`src/rtl/shooter_pkg.sv`:
```
// Shared game-state encoding and explosion timing for the shooter core.
package shooter_pkg;

    typedef enum logic [1:0] {
        COUNTDOWN = 2'd0,
        PLAY      = 2'd1,
        WIN       = 2'd2
    } game_state_e;

    localparam logic [1:0] EXPL_LAST_FRAME = 2'd2;

endpackage

```
`src/rtl/game_tick_gen.sv`:
```
// Game tick divider: one-cycle registered pulse every TICK_DIV clocks.
module game_tick_gen #(
    parameter int TICK_DIV = 10000000
) (
    input  logic CLK_50,
    input  logic reset,
    output logic tick
);

    localparam int CW = (TICK_DIV > 1) ? $clog2(TICK_DIV) : 1;

    logic [CW-1:0] cnt_q;
    logic          tick_q;

    always_ff @(posedge CLK_50) begin
        if (reset) begin
            cnt_q  <= '0;
            tick_q <= 1'b0;
        end else if (cnt_q == CW'(TICK_DIV - 1)) begin
            cnt_q  <= '0;
            tick_q <= 1'b1;
        end else begin
            cnt_q  <= cnt_q + 1'b1;
            tick_q <= 1'b0;
        end
    end

    assign tick = tick_q;

endmodule

```
`src/rtl/shooter_game_core.sv`:
```
// Shooter game core: countdown, play field with bullet slots, win screen.
// Define SHOOTER_SCORE_EN to build the saturating hit counter.
module shooter_game_core
    import shooter_pkg::*;
#(
    parameter int ENEMY_COUNT = 6,
    parameter int ROWS        = 6,
    parameter int NUM_BULLETS = 2,
    parameter int TICK_DIV    = 10000000,
    parameter int DELAY_TICKS = 3,
    localparam int LW = $clog2(2 * ENEMY_COUNT),
    localparam int RW = $clog2(ROWS + 1)
) (
    input  logic                      CLK_50,
    input  logic                      reset,
    input  logic                      btn_left,
    input  logic                      btn_right,
    input  logic                      btn_fire,
    output logic                      tick,
    output logic [1:0]                state,
    output logic [LW-1:0]             player_pos,
    output logic                      enemy_phase,
    output logic [ENEMY_COUNT-1:0]    enemy_alive,
    output logic [NUM_BULLETS-1:0]    bullet_valid,
    output logic [NUM_BULLETS*LW-1:0] bullet_x,
    output logic [NUM_BULLETS*RW-1:0] bullet_y,
    output logic                      expl_valid,
    output logic [LW-1:0]             expl_pos,
    output logic [1:0]                expl_frame,
    output logic                      win_blink,
    output logic [7:0]                score
);

    localparam int CNTW = (DELAY_TICKS > 1) ? $clog2(DELAY_TICKS) : 1;

    logic tick_w;

    game_tick_gen #(.TICK_DIV(TICK_DIV)) u_tick (
        .CLK_50(CLK_50),
        .reset (reset),
        .tick  (tick_w)
    );

    // {fire, right, left}
    logic [2:0] sync1_q, sync2_q;

    game_state_e                      state_q, state_d;
    logic [CNTW-1:0]                  cnt_q, cnt_d;
    logic [LW-1:0]                    pos_q, pos_d;
    logic                             phase_q, phase_d;
    logic [ENEMY_COUNT-1:0]           alive_q, alive_d;
    logic [NUM_BULLETS-1:0]           bv_q, bv_d;
    logic [NUM_BULLETS-1:0][LW-1:0]   bx_q, bx_d;
    logic [NUM_BULLETS-1:0][RW-1:0]   by_q, by_d;
    logic                             ev_q, ev_d;
    logic [LW-1:0]                    ep_q, ep_d;
    logic [1:0]                       ef_q, ef_d;
    logic                             blink_q, blink_d;
    logic                             hit, fired;
    logic [LW-1:0]                    hit_lane;
`ifdef SHOOTER_SCORE_EN
    logic [7:0]                       score_q, score_d;
`endif

    always_comb begin
        state_d  = state_q;
        cnt_d    = cnt_q;
        pos_d    = pos_q;
        phase_d  = phase_q;
        alive_d  = alive_q;
        bv_d     = bv_q;
        bx_d     = bx_q;
        by_d     = by_q;
        ev_d     = ev_q;
        ep_d     = ep_q;
        ef_d     = ef_q;
        blink_d  = blink_q;
        hit      = 1'b0;
        hit_lane = '0;
        fired    = 1'b0;
`ifdef SHOOTER_SCORE_EN
        score_d  = score_q;
`endif
        if (tick_w) begin
            unique case (state_q)
                COUNTDOWN: begin
                    if (cnt_q == '0) state_d = PLAY;
                    else             cnt_d   = cnt_q - 1'b1;
                end
                PLAY: begin
                    phase_d = ~phase_q;
                    // A cleared enemy bit makes later slots on that enemy retire silently
                    for (int k = 0; k < NUM_BULLETS; k++) begin
                        if (bv_q[k] && by_q[k] == RW'(1)) begin
                            bv_d[k] = 1'b0;
                            if (bx_q[k][0] == phase_q &&
                                alive_d[bx_q[k][LW-1:1]]) begin
                                alive_d[bx_q[k][LW-1:1]] = 1'b0;
                                if (!hit) begin
                                    hit      = 1'b1;
                                    hit_lane = bx_q[k];
                                end
`ifdef SHOOTER_SCORE_EN
                                if (score_d != 8'hFF) score_d = score_d + 8'd1;
`endif
                            end
                        end else if (bv_q[k]) begin
                            by_d[k] = by_q[k] - 1'b1;
                        end
                    end
                    for (int k = 0; k < NUM_BULLETS; k++) begin
                        if (sync2_q[2] && !fired && !bv_d[k]) begin
                            bv_d[k] = 1'b1;
                            bx_d[k] = pos_q;
                            by_d[k] = RW'(ROWS);
                            fired   = 1'b1;
                        end
                    end
                    if (sync2_q[1]) begin
                        if (pos_q != LW'(2 * ENEMY_COUNT - 1)) pos_d = pos_q + 1'b1;
                    end else if (sync2_q[0] && pos_q != '0) begin
                        pos_d = pos_q - 1'b1;
                    end
                    if (alive_d == '0) begin
                        state_d = WIN;
                        bv_d    = '0;
                        bx_d    = '0;
                        by_d    = '0;
                    end
                end
                WIN:     blink_d = ~blink_q;
                default: state_d = COUNTDOWN;
            endcase
            if (hit) begin
                ev_d = 1'b1;
                ep_d = hit_lane;
                ef_d = 2'd0;
            end else if (ev_q) begin
                if (ef_q == EXPL_LAST_FRAME) ev_d = 1'b0;
                else                         ef_d = ef_q + 2'd1;
            end
        end
    end

    always_ff @(posedge CLK_50) begin
        if (reset) begin
            sync1_q <= '0;
            sync2_q <= '0;
            state_q <= COUNTDOWN;
            cnt_q   <= CNTW'(DELAY_TICKS - 1);
            pos_q   <= LW'(ENEMY_COUNT / 2);
            phase_q <= 1'b0;
            alive_q <= '1;
            bv_q    <= '0;
            bx_q    <= '0;
            by_q    <= '0;
            ev_q    <= 1'b0;
            ep_q    <= '0;
            ef_q    <= '0;
            blink_q <= 1'b0;
        end else begin
            sync1_q <= {btn_fire, btn_right, btn_left};
            sync2_q <= sync1_q;
            state_q <= state_d;
            cnt_q   <= cnt_d;
            pos_q   <= pos_d;
            phase_q <= phase_d;
            alive_q <= alive_d;
            bv_q    <= bv_d;
            bx_q    <= bx_d;
            by_q    <= by_d;
            ev_q    <= ev_d;
            ep_q    <= ep_d;
            ef_q    <= ef_d;
            blink_q <= blink_d;
        end
    end

`ifdef SHOOTER_SCORE_EN
    always_ff @(posedge CLK_50) begin
        if (reset) score_q <= '0;
        else       score_q <= score_d;
    end
    assign score = score_q;
`else
    assign score = 8'd0;
`endif

    assign tick         = tick_w;
    assign state        = state_q;
    assign player_pos   = pos_q;
    assign enemy_phase  = phase_q;
    assign enemy_alive  = alive_q;
    assign bullet_valid = bv_q;
    assign bullet_x     = bx_q;
    assign bullet_y     = by_q;
    assign expl_valid   = ev_q;
    assign expl_pos     = ep_q;
    assign expl_frame   = ef_q;
    assign win_blink    = blink_q;

endmodule

```
`config.mk`:
```
export PLATFORM = sky130hd
export DESIGN_NAME = shooter_game_core
export DESIGN_NICKNAME = d
export VERILOG_FILES = /design/src/rtl/shooter_pkg.sv /design/src/rtl/game_tick_gen.sv /design/src/rtl/shooter_game_core.sv
export SDC_FILE = /design/constraint.sdc
export NUM_CORES = 1
export LEC_CHECK = 0
export ABC_AREA = 1
export CORE_ASPECT_RATIO = 0.9
export CORE_UTILIZATION = 35
export CTS_CLUSTER_SIZE = 25
export DETAILED_ROUTE_END_ITERATION = 8
export GPL_ROUTABILITY_DRIVEN = 0
export PLACE_DENSITY = 0.6
export SYNTH_ARGS = -nofsm -noshare
export SYNTH_HDL_FRONTEND = slang
export SYNTH_HIERARCHICAL = 1
export SYNTH_SLANG_ARGS = --single-unit
export TNS_END_PERCENT = 10
```
`constraint.sdc`:
```
create_clock -name CLK_50 -period 2.9 [get_ports CLK_50]
set_input_delay 0.58 -clock CLK_50 [delete_from_list [all_inputs] [get_ports CLK_50]]
set_output_delay 0.58 -clock CLK_50 [all_outputs]
set_load 0.01 [all_outputs]
```
==> summary.md <==
| Metric | Value |
|---|---|
| Status | `finished, final reports clean` |
| Core area | `10810 um2` |
| Synth area leaders | `dfxtp_1, nand2_1, nor2_1` |
| Synth warnings | `6` |
| Combinational share of power | `3.1%` |
| Crit Path Max Fanout | `15` |
| Actual slew at the worst max-slew pin | `0.7579 ns` |
| GRT Total Usage | `16.56%` |
| Most common cell after layout, fill and taps aside | `nand2_1` |
| Fmax | `397.7 MHz` |
| Die Wd | `113.2 um` |
| MaxCap Viol Count | `0` |
| Latest clock arrival within the worst-skew pair | `0.33 ns` |
| Final Hold Vio Count | `0` |
| Post-Syn Area | `3896 um2` |
| Critical path's largest stage delay | `0.57 ns` |
| CTS buffer count | `9` |
| Slowest stage cell, crit path | `dfxtp_1` |
| Synthesized area per cell | `6.872 um2` |
| Drt pass-1 iters | `7` |
| Flop2flop setup slack | `0.39 ns` |
| Crit path DAT | `2.74 ns` |
| Total Routed Length | `8973 um` |
| P_int | `1.600 mW` |
| Cell taking the most area after synthesis | `dfxtp_1` |
| Setup-failing EPs final | `0` |
| Vias in the first global route | `3214` |
| Critical Path, Cell by Cell | `nand2_1 > nand3_2 > nand3_4 > nand3_2 > nand2_1 > nand2_1 > nand3_1 > nor2_4 > nand3_1 > nand2_1 > nand2_1 > nor2_4 > nand2_4 > nand2_2 > nand3_1 > nand2_1 > nor2_1` |
| Placed cell count | `733` |
| Fraction of layout cells with a size suffix above 1 | `9.462%` |
| Root Buffer | `clkbuf_16` |
| Clk sinks | `70` |
| Clk_skew | `0.005921 ns` |
| Final worst slack | `0.3856 ns` |
| Area added between synthesis and finish | `19.81%` |
| Residual DRC | `0` |
| Lkg Pwr | `1.926 nW` |
| Clock power share | `48.9%` |
| Crit path buf inv count | `0` |
| Antenna violations before repair | `0` |
| Syn Inst Count | `567` |
| Routed vias/inst | `4.773` |
| Io pins | `51` |
| CTS tree | `yes` |
| Post-CTS setup buffer count | `0` |
| GR Overflow Total | `0` |
| Setup crit end kind | `register` |
| CP Class | `reg2reg` |
| Period utilization | `86.71%` |
| # rows | `36` |
| Minimum clock period after layout | `2.514 ns` |
| Die area | `11560 um2` |
| I/O Buffers | `42` |
| Worst min-delay path class | `reg2reg` |
| Per-cell routed wire length | `12.03 um` |
| Final Max Slew Viols | `0` |
| Pin count of the biggest net entering global routing | `27` |
| HPWL Detailed | `6630 um` |
| Iteration-0 DRC Markers | `228` |
| Slew headroom | `49.42%` |
| Hold_buf cts | `0` |
| Fin Setup TNS | `0 ns` |
| Max clock buf depth | `2` |
| # diodes | `0` |
| Via Count | `3561` |
| Ys async rst share | `0%` |
| Die Y-Extent | `102.1 um` |
| Final ANT Viol Nets | `0` |
| Pre-CTS setup slack | `0.3473 ns` |
| Synth unique cells | `36` |
| Synth top area share | `35.97%` |
| Post-cts sizing count | `0` |
| Power density over the cells | `436.5 nW/um2` |
| Psw | `0.4377 mW` |
| Clock-pin slew on the worst setup and hold paths | `0.06 ns` |
| Most frequent cells in the layout | `nand2_1, inv_1, nor2_1` |
| Flops & latches, synth | `70` |
| Number of flops mapped to enable cells by yosys | `0` |
| Top_reg_cell synth | `dfxtp_1` |
| Critical path launch point type | `register` |
| Switching Share | `21.48%` |
| Htree depth | `3` |
| Sequential share of power | `48.0%` |
| Register area share after synthesis | `35.97%` |
| RSZ-0062 raised after global routing | `no` |
| Initial Util | `36.04%` |
| Req. time, crit path | `3.13 ns` |
| Post-route insts no fill | `746` |
| Worst vdd ir | `196.4 uV` |
| Nets | `626` |
| Top cell by count, worst path | `nand2_1` |
| CP top delay family | `simple AND/OR/NAND/NOR gates` |
| First-pass GRT wire length | `15180 um` |
==> registers in the layout (all words and copies together) (netlist names) <==
name	flops
bullet_valid	2
win_blink	1
enemy_phase	1
bullet_y	6
expl_valid	1
player_pos	4
cnt_q	2
expl_pos	4
state	2
sync2_q	3
expl_frame	2
u_tick/tick	1
enemy_alive	6
sync1_q	3
bullet_x	8
u_tick/cnt_q	24
==> power groups by stage <==
stage,Combinational (mW),Sequential [mW],Clock [mW]
2_1_floorplan,0.0551,0.997,0
4_1_cts,0.0649,0.977,1.02
6_report,0.0635,0.977,0.997
5_1_grt,0.0725,0.978,1.06
3_5_place_dp,0.0644,0.998,0
3_3_place_gp,0.0630,0.998,0
==> cell families (layout without fill, tap and decap cells) <==
family | after synthesis | count (layout) | synth area share (%)
AND/OR/NAND/NOR | 310 | 310 | 37.32
buffers and inverters | 95 | 134 | 10.63
flip-flops | 70 | 70 | 35.97
AO/OA/AOI/OAI | 67 | 67 | 9.441
XOR/XNOR | 14 | 14 | 3.147
adder cells (fa/ha/maj) | 10 | 10 | 3.404
other | 1 | 8 | 0.09625
==> path summary, 6_finish.rpt <==
path                    start           to  cells after the start
hold reg to reg    sync1_q[0]   sync2_q[0]                      2
hold / removal     sync1_q[0]   sync2_q[0]                      2
setup / recovery  bullet_x[1]  bullet_x[6]                     17
setup reg to reg  bullet_x[1]  bullet_x[6]                     17
==> cell usage after synthesis, types with 4 or more instances <==
cell      count
nand2_2       8
nor3_1       10
nand3_2       6
nor2_1       73
o21ai_0      13
nand4_1       5
dfxtp_1      70
clkbuf_1      6
inv_1        72
xor2_1        9
nor2_2        8
buf_4         9
nand3_1      46
o21ai_1       7
o211ai_1      4
nor2_4        8
a21oi_1      35
xnor2_1       5
nand2_1     136
ha_1          9
inv_2         4
==> layout make-up <==
| type | instances | area (um2) |
|---|---|---|
| well taps | 133 | 166.4 |
| flip-flops and latches | 70 | 1401 |
| clock buffers | 11 | 252.7 |
| inverters | 76 | 285.3 |
| fillers | 1131 | 6142 |
| multi-input cells | 409 | 2110 |
| clock inverters | 2 | 10.01 |
| repair buffers | 45 | 442.9 |
==> per-stage QoR <==
| stage | hold slack [ns] | util (%) | power [mW] | cell area (um2) |
|---|---|---|---|---|
| after floorplan | 0.3883 | - | 1.052 | 3923 |
| after global placement | 0.3902 | 40.73 | 1.061 | 4403 |
| after detailed placement | 0.3957 | 40.73 | 1.062 | 4403 |
| after CTS | 0.4031 | 43.16 | 2.058 | 4666 |
| after global routing | 0.4133 | 43.18 | 2.111 | 4668 |
| final | 0.4014 | 43.18 | 2.037 | 4668 |
==> worst register-to-register path: cells and delay by family (launching register included) <==
kind / cells / cell delay, ns
flip-flops: 1 / 0.57
AND/OR/NAND/NOR: 17 / 1.83
==> metal layers <==
metal / vias to the layer above / wire, um / track usage (%)
li1: 1866 / - / -
met1: 1603 / 4637 / 22.92
met5: - / 0 / 0
met3: 12 / 457 / 3.855
met2: 80 / 3791 / 25.11
met4: 0 / 88 / 6.275
(Power assumes the default switching activity.)
